## config.mk

```make
export PLATFORM = sky130hd
export DESIGN_NAME = core2_cpu_1_oci_dct_packer_flat
export DESIGN_NICKNAME = d
export VERILOG_FILES = /design/src/rtl/core2_cpu_1_oci_dct_packer_if.sv /design/src/rtl/core2_cpu_1_oci_dct_packer.sv /design/src/flat_wrapper.sv
export SDC_FILE = /design/constraint.sdc
export NUM_CORES = 1
export LEC_CHECK = 0
export CAP_MARGIN = 20
export CORE_MARGIN = 3
export CORE_UTILIZATION = 43
export DETAILED_ROUTE_END_ITERATION = 12
export GPL_ROUTABILITY_DRIVEN = 1
export GPL_TIMING_DRIVEN = 1
export PLACE_DENSITY = 0.78
export SYNTH_ARGS = -nofsm -noshare
export SYNTH_HDL_FRONTEND = slang
export SYNTH_SLANG_ARGS = --single-unit
```

## constraint.sdc

```tcl
create_clock -name clk -period 5.25 [get_ports clk]
set_clock_uncertainty 0.1 [all_clocks]
set_input_delay 1.575 -clock clk [delete_from_list [all_inputs] [get_ports clk]]
set_output_delay 1.575 -clock clk [all_outputs]
set_load 0.05 [all_outputs]
```

## src/rtl/core2_cpu_1_oci_dct_packer_if.sv

```systemverilog
`default_nettype none
// ============================================================================
// Module   : core2_cpu_1_oci_dct_packer_if
// Brief    : Handshake bundle for the DCT packer. It carries the trace-code
//            input channel (valid/ready) and the trace-word output channel
//            (valid/ready).
// Revision : 1.0 - initial release
// ============================================================================
interface core2_cpu_1_oci_dct_packer_if;
  logic        dct_valid;
  logic [1:0]  dct_code;
  logic        dct_ready;
  logic        tw_valid;
  logic [33:0] tw_data;
  logic        tw_ready;

  // CPU trace tap / trace sink side
  modport master (
    output dct_valid,
    output dct_code,
    input  dct_ready,
    input  tw_valid,
    input  tw_data,
    output tw_ready
  );

  // Packer side
  modport slave (
    input  dct_valid,
    input  dct_code,
    output dct_ready,
    output tw_valid,
    output tw_data,
    input  tw_ready
  );
endinterface
`default_nettype wire

```

## src/rtl/core2_cpu_1_oci_dct_packer.sv

```systemverilog
`default_nettype none
// ============================================================================
// Module   : core2_cpu_1_oci_dct_packer
// Brief    : Packs 2-bit trace codes into a 30-bit buffer. It emits full or
//            flushed packets over a valid/ready handshake. It also sequences
//            the test-end shutdown, which ends in a sticky test_has_ended flag.
// Revision : 1.0 - initial release
// ============================================================================
module core2_cpu_1_oci_dct_packer #(
  parameter int CODES_PER_PKT = 15,
  parameter int PKT_CNT_W     = 16
) (
  input  wire logic                   clk,
  input  wire logic                   reset_n,
  core2_cpu_1_oci_dct_packer_if.slave bus,
  input  wire logic                   flush_req,
  input  wire logic                   test_ending,
  output logic [29:0]                 dct_buffer,
  output logic [3:0]                  dct_count,
  output logic                        test_has_ended,
  output logic [PKT_CNT_W-1:0]        pkt_count
);

  localparam logic [3:0] c_codes_per_pkt = 4'(CODES_PER_PKT);

  typedef enum logic [1:0] {
    ST_ACCUM = 2'd0,
    ST_EMIT  = 2'd1,
    ST_ENDED = 2'd2
  } state_t;

  state_t                r_state;
  logic [29:0]           r_buffer;
  logic [3:0]            r_count;
  logic                  r_tw_valid;
  logic [33:0]           r_tw_data;
  logic                  r_ended;
  logic                  r_end_pend;
  logic [PKT_CNT_W-1:0]  r_pkt_count;

  logic                  w_accept;
  logic [29:0]           w_buf_next;
  logic [3:0]            w_cnt_next;
  logic                  w_full;
  logic                  w_emit_req;

  // Post-accept view of the buffer. Flush and full decisions use these values,
  // so a code accepted in the same cycle lands in the packet.
  always_comb begin
    w_accept   = bus.dct_valid && (r_state == ST_ACCUM);
    w_buf_next = w_accept ? {r_buffer[27:0], bus.dct_code} : r_buffer;
    w_cnt_next = w_accept ? (r_count + 4'd1) : r_count;
    w_full     = w_accept && (w_cnt_next == c_codes_per_pkt);
    w_emit_req = w_full || ((flush_req || test_ending) && (w_cnt_next != 4'd0));
  end

  // Control FSM and datapath. It accumulates codes, holds a packet until the
  // sink takes it, then either returns to ACCUM or parks in ENDED.
  always_ff @(posedge clk or negedge reset_n) begin
    if (!reset_n) begin
      r_state     <= ST_ACCUM;
      r_buffer    <= '0;
      r_count     <= '0;
      r_tw_valid  <= 1'b0;
      r_tw_data   <= '0;
      r_ended     <= 1'b0;
      r_end_pend  <= 1'b0;
      r_pkt_count <= '0;
    end else begin
      case (r_state)
        ST_ACCUM: begin
          r_buffer <= w_buf_next;
          r_count  <= w_cnt_next;
          if (test_ending) begin
            r_end_pend <= 1'b1;
          end
          if (w_emit_req) begin
            r_state    <= ST_EMIT;
            r_tw_valid <= 1'b1;
            r_tw_data  <= {w_cnt_next, w_buf_next};
          end else if (test_ending) begin
            // Nothing is buffered, so no final packet is needed.
            r_state <= ST_ENDED;
            r_ended <= 1'b1;
          end
        end
        ST_EMIT: begin
          // flush_req is deliberately ignored here; a shutdown request is remembered.
          if (test_ending) begin
            r_end_pend <= 1'b1;
          end
          if (bus.tw_ready) begin
            r_buffer    <= '0;
            r_count     <= '0;
            r_tw_valid  <= 1'b0;
            r_pkt_count <= r_pkt_count + 1'b1;
            if (r_end_pend || test_ending) begin
              r_state <= ST_ENDED;
              r_ended <= 1'b1;
            end else begin
              r_state <= ST_ACCUM;
            end
          end
        end
        ST_ENDED: begin
          r_tw_valid <= 1'b0;
        end
        default: begin
          r_state <= ST_ACCUM;
        end
      endcase
    end
  end

  assign bus.dct_ready  = (r_state == ST_ACCUM);
  assign bus.tw_valid   = r_tw_valid;
  assign bus.tw_data    = r_tw_data;
  assign dct_buffer     = r_buffer;
  assign dct_count      = r_count;
  assign test_has_ended = r_ended;
  assign pkt_count      = r_pkt_count;

endmodule
`default_nettype wire

```

## src/flat_wrapper.sv

```systemverilog
// flat-port wrapper written by rule: the top's interface ports become plain ports
module core2_cpu_1_oci_dct_packer_flat 
#(
  parameter int CODES_PER_PKT = 15,
  parameter int PKT_CNT_W     = 16
)
  (clk, reset_n, flush_req, test_ending, dct_buffer, dct_count, test_has_ended, pkt_count, bus_dct_valid, bus_dct_code, bus_dct_ready, bus_tw_valid, bus_tw_data, bus_tw_ready);
  core2_cpu_1_oci_dct_packer_if bus_i ();
  input  wire logic clk;
  input  wire logic reset_n;
  input  wire logic flush_req;
  input  wire logic test_ending;
  output logic [29:0] dct_buffer;
  output logic [3:0] dct_count;
  output logic test_has_ended;
  output logic [PKT_CNT_W-1:0] pkt_count;
  input wire logic [$bits(bus_i.dct_valid)-1:0] bus_dct_valid;
  input wire logic [$bits(bus_i.dct_code)-1:0] bus_dct_code;
  output wire logic [$bits(bus_i.dct_ready)-1:0] bus_dct_ready;
  output wire logic [$bits(bus_i.tw_valid)-1:0] bus_tw_valid;
  output wire logic [$bits(bus_i.tw_data)-1:0] bus_tw_data;
  input wire logic [$bits(bus_i.tw_ready)-1:0] bus_tw_ready;
  assign bus_i.dct_valid = bus_dct_valid;
  assign bus_i.dct_code = bus_dct_code;
  assign bus_dct_ready = bus_i.dct_ready;
  assign bus_tw_valid = bus_i.tw_valid;
  assign bus_tw_data = bus_i.tw_data;
  assign bus_i.tw_ready = bus_tw_ready;
  core2_cpu_1_oci_dct_packer #(.CODES_PER_PKT(CODES_PER_PKT), .PKT_CNT_W(PKT_CNT_W)) u_core (.clk(clk), .reset_n(reset_n), .bus(bus_i), .flush_req(flush_req), .test_ending(test_ending), .dct_buffer(dct_buffer), .dct_count(dct_count), .test_has_ended(test_has_ended), .pkt_count(pkt_count));
endmodule
```

# Yosys cells after proc, flatten, opt, wreduce, memory -nomap -nowiden
# Cells that the tools add are included.
# word_totals
inputBits	8
reg_bits	89
wordCells	57
# op_classes
bitwise	1
muxes	19
n_eq_ne	9
add_sub_neg	2
reduce_logical	18
# ops
op	n
$mux W30	2
$pmux W30 S2	1
$add A16 B1 Y16 const B	1
$mux W2	4
$mux W4	2
$pmux W4 S2	1
$reduce_and A2 Y1	4
$mux W1	6
$ne A2 B2 Y1 const B	3
$pmux W2 S3	1
$reduce_and A3 Y1	2
$reduce_and A5 Y1	1
$add A4 B1 Y4 const B	1
$eq A4 B4 Y1 const B	1
$ne A2 B1 Y1 const B	2
$reduce_bool A4 Y1	1
$logic_and A1 B1 Y1	3
$logic_or A1 B1 Y1	3
$ne A3 B2 Y1 const B	1
$pmux W1 S3	1
$reduce_bool A3 Y1	1
$eq A2 B1 Y1 const B	1
$eq A2 B2 Y1 const B	1
$logic_not A2 Y1	1
other kinds (4)	4

# Logic depth before layout (Yosys ltp)
# depth
word_depth	8
depth_mapped	10
ltp_nobuf	7

# Worst setup path after synthesis
# No wires, ideal clock.
# synth_timing
path_kind	input to register
start	input bus_dct_valid
end	register u_core.r_ended (netlist: u_core.test_has_ended)
cell_stages	7
setup_ns	0.126
slack_ns	2.214
arrival_time_ns	2.809
required_ns	5.024
cell_sequence	buf_4 -> nand4_1 -> o31ai_2 -> o41ai_2 -> or2_1 -> buf_4 -> a311o_1
# synth_between
elab_chain_cells	7
elab_cells_between_ends	9
# synth_rtl
item	line_no	source
start, declared	flat_wrapper.sv:17	input wire logic [$bits(bus_i.dct_valid)-1:0] bus_dct_valid;
$logic_and A1 B1 Y1 (*)	core2_cpu_1_oci_dct_packer.sv:50	w_accept = bus.dct_valid && (r_state == ST_ACCUM);
$mux W4	core2_cpu_1_oci_dct_packer.sv:52	w_cnt_next = w_accept ? (r_count + 4'd1) : r_count;
$eq A4 B4 Y1 or $reduce_bool A4 Y1 (tied branches)	core2_cpu_1_oci_dct_packer.sv:53, core2_cpu_1_oci_dct_packer.sv:54	
$logic_and A1 B1 Y1 (on tied branches)	core2_cpu_1_oci_dct_packer.sv:53, core2_cpu_1_oci_dct_packer.sv:54	
$logic_or A1 B1 Y1 (*)	core2_cpu_1_oci_dct_packer.sv:54	w_emit_req = w_full || ((flush_req || test_ending) && (w_cnt_next != 4'd0));
$ne A2 B2 Y1 (no source line) (*)	-	
$reduce_and A5 Y1 (no source line) (*)	-	
end signal, assigned	core2_cpu_1_oci_dct_packer.sv:66	r_ended <= 1'b0;
end signal, assigned	core2_cpu_1_oci_dct_packer.sv:84	r_ended <= 1'b1;
end signal, assigned	core2_cpu_1_oci_dct_packer.sv:99	r_ended <= 1'b1;
end, declared	core2_cpu_1_oci_dct_packer.sv:37	logic r_ended;
# Every way passes the cells marked *; elsewhere a longest branch is shown, timed or not.
# A chain may end at the register's enable or synchronous reset.

# Worst setup path in the final report
# layout_timing
start	register u_core.r_state[1]
end	output bus_dct_ready
# layout_between
elab_chain_cells	1
# layout_rtl
item	line_no	source
start, declared	core2_cpu_1_oci_dct_packer.sv:32	state_t r_state;
start signal, assigned	core2_cpu_1_oci_dct_packer.sv:61	r_state <= ST_ACCUM;
start signal, assigned	core2_cpu_1_oci_dct_packer.sv:78	r_state <= ST_EMIT;
start signal, assigned	core2_cpu_1_oci_dct_packer.sv:83	r_state <= ST_ENDED;
$logic_not A2 Y1	core2_cpu_1_oci_dct_packer.sv:115	assign bus.dct_ready = (r_state == ST_ACCUM);
end, declared	flat_wrapper.sv:19	output wire logic [$bits(bus_i.dct_ready)-1:0] bus_dct_ready;
# No other way between the ends.

==> flow_summary.toml <==
[detailed_routing]
drtIter0Drc = 123
vias = 3230
drtAntennaViolNets = 0
dr.pass1.iters = 5
drc = 0
wl_um = 9620
viasPerCell = 5.24
routed_wire_length_per_instance_um = 15.6

[worst_setup_path]
max_stage_delay_ns = 0.91
end_kind = "output pin"
path_cells = "inv_1 -> ha_1 -> clkdlybuf4s50_1"
cp_slowest_cell = "clkdlybuf4s50_1"
cp_max_fo = 10
arrival_ns = 2.27
startpoint_type = "flip-flop"
critical_path_required_ns = 3.58
critical_path.top_delay_family = "buffers and inverters"
worstSetupPathType = "reg2out"
crit_buf_inv = 2

[global_route]
grt_pass1_wl_um = 15600
grt_pass1_vias = 3174
antenna_found_initial = 0
globalRouteOverflowTotal = 0
grt_max_degree = 90
grt_use_total = 0.188

[timing]
finalCriticalPeriod_ns = 3.94
min_period_over_period = 0.751
finalSetupViolCount = 0
rsz0062_at_grt = "false"
hold_viol_final = 0
tns_ns = 0
max_freq_ghz = 0.254
finalMaxSlewViolations = 0
max_slew_margin = 0.589
worstMarginPinSlew_ns = 0.615

[clocking]
cts_buffer_depth = 2
tritoncts = "done"
cts_buffers = 9
clkTransAtPathRegs_ns = 0.08
clk_latency_ns = 0.36
cts_resized = 0
cts_htree_levels = 3
root_buffer = "clkbuf_8"
cts.sinks = 89
hold_buffers = 0
cts_setup_buffers = 0

[hold_path]
hold_class = "reg2reg"

[synthesis]
synth_xor_area_frac = 0.0387
synthAdderAreaFrac = 0.0184
muxShareOfSynthArea = 0.0839
synthSimpleGateAreaFrac = 0.114
synth-async-reset-ratio = 1.00
synthCells = 401
synthesis.nets = 415
synth_top_cells_by_area = "dfrtp_1 55%, o21ai_1 10%, mux2i_1 8.1%"
yosysTopAreaCell = "dfrtp_1"
synth_top_family_by_area = "compound AO/OA/AOI/OAI gates"
ys_seq_area_frac = 0.547
yosysTopAreaCellShare = 0.547
ys_types = 36
synth_compound_area_frac = 0.153
synth_edf_count = 0
synth_warnings = 0
synth.avg_cell_area_um2 = 10.2
synthFlopType = "dfrtp_1"
synth_area_um2 = 4070
ys_seq_elements = 89

[final_layout]
layout_commonest_cell = "clkdlybuf4s50_1"
antenna_cells = 0
mostFrequentLayoutCells = "92 x clkdlybuf4s50_1, 89 x dfrtp_1, 81 x o21ai_1, 72 x nand2_1, 33 x mux2i_1"
drive_gt1_frac = 0.0612
finish.utilization = 0.590
nNetsFinal = 499
fin_area_um2 = 5300
synthToLayoutAreaGrowth_pct = 30.1

[floorplan]
row_count = 34
core_area_um2 = 8980
die_w_um = 103
pin_count = 95
die_area_um2 = 10700
start_util = 0.454
die_h_um = 103

[power_and_ir_drop]
vdd_drop_max_v = 0.000405
power_density_nw_per_um2 = 639
cellLeakagePower_nw = 2.24

[run_status]
outcome = "complete, no violations"

[placed_design]
gp_congestion = 0.762
io_buffers = 94
dpl.hpwl_um = 6510
place_area_um2 = 5060

[run]
max_cap_violations = 0
-- metal layers --
metal / GRT usage / wire (µm) / vias up
met2: 0.292 / 4520 / 88
met3: 0.0677 / 645 / 8
met5: 0 / 0 / -
met1: 0.255 / 4370 / 1587
li1: - / - / 1547
met4: 0.0418 / 82 / 0
-- cell usage after synthesis, types with 2 or more instances --
cell type	instances
a221oi_2	2
and2_1	3
and3_1	2
and4_1	2
buf_4	8
buf_6	3
clkbuf_1	14
dfrtp_1	89
ha_1	6
inv_1	6
mux2i_1	33
nand2_1	72
nand2b_1	2
nand3_1	7
nand4_1	5
nor2_1	9
o21ai_0	23
o21ai_1	81
xnor2_1	16
xor2_1	2
-- worst paths after layout --
| path | from | end | slack [ns] | depth (start not counted) |
|---|---|---|---|---|
| min in group asynchronous | reset_n | u_core.bus.tw_data[33] | 1.10 | 1 |
| hold / removal | u_core.pkt_count[15] | u_core.pkt_count[15] | 0.38 | 1 |
| max in group asynchronous | reset_n | u_core.dct_buffer[17] | 3.33 | 2 |
| hold reg to reg | u_core.pkt_count[15] | u_core.pkt_count[15] | 0.38 | 1 |
| setup reg to reg | u_core.r_state[1] | u_core.r_state[1] | 2.49 | 8 |
| setup / recovery | u_core.r_state[1] | bus_dct_ready | 1.31 | 3 |
-- kinds of logic after synthesis --
| family | Yosys count |
|---|---|
| AOI/OAI and AO/OA | 113 |
| and+or+nand+nor | 107 |
| DFF | 89 |
| buffers and inverters | 34 |
| muxes | 34 |
| xor gates and xnor gates | 18 |
| adders and majority gates | 6 |
-- layout make-up --
class / count / area (µm²)
flip-flops and latches: 89 / 2230
multi-input cells: 278 / 1680
clock inverters: 5 / 62.6
repair buffers: 100 / 1010
inverters: 7 / 26.3
fillers: 787 / 3680
well taps: 126 / 158
clock buffers: 11 / 131
-- flip-flops by register name (all words and copies together), names as in the netlist --
name / cells
u_core.test_has_ended: 1
u_core.bus.tw_valid: 1
u_core.bus.tw_data: 34
u_core.dct_count: 4
u_core.pkt_count: 16
u_core.r_end_pend: 1
u_core.dct_buffer: 30
u_core.r_state: 2
-- where the power goes --
part,switching [mW],internal [mW]
clock network,0.245,0.224
registers,0.215,0.885
logic,1.25,0.566
total,1.71,1.67
-- metrics by stage --
stage	hold slack [ns]	std cells	worst slack [ns]	power [mW]
detailed placement	0.372	598	1.47	2.92
global placement	0.360	598	1.54	2.87
finish	0.381	616	1.31	3.39
floorplan	0.343	401	2.21	2.37
global route	0.408	616	1.24	3.57
CTS	0.383	614	1.30	3.39
-- worst reg2reg max path: stages, from the launching register on --
cell	delay, ns
dfrtp_1	0.41
inv_1	0.14
ha_1	0.46
nand2_2	0.17
o21a_1	0.26
o41ai_4	0.35
buf_4	0.43
a221oi_2	0.14
a311oi_2	0.21
Power figures use the tool's default switching activity.
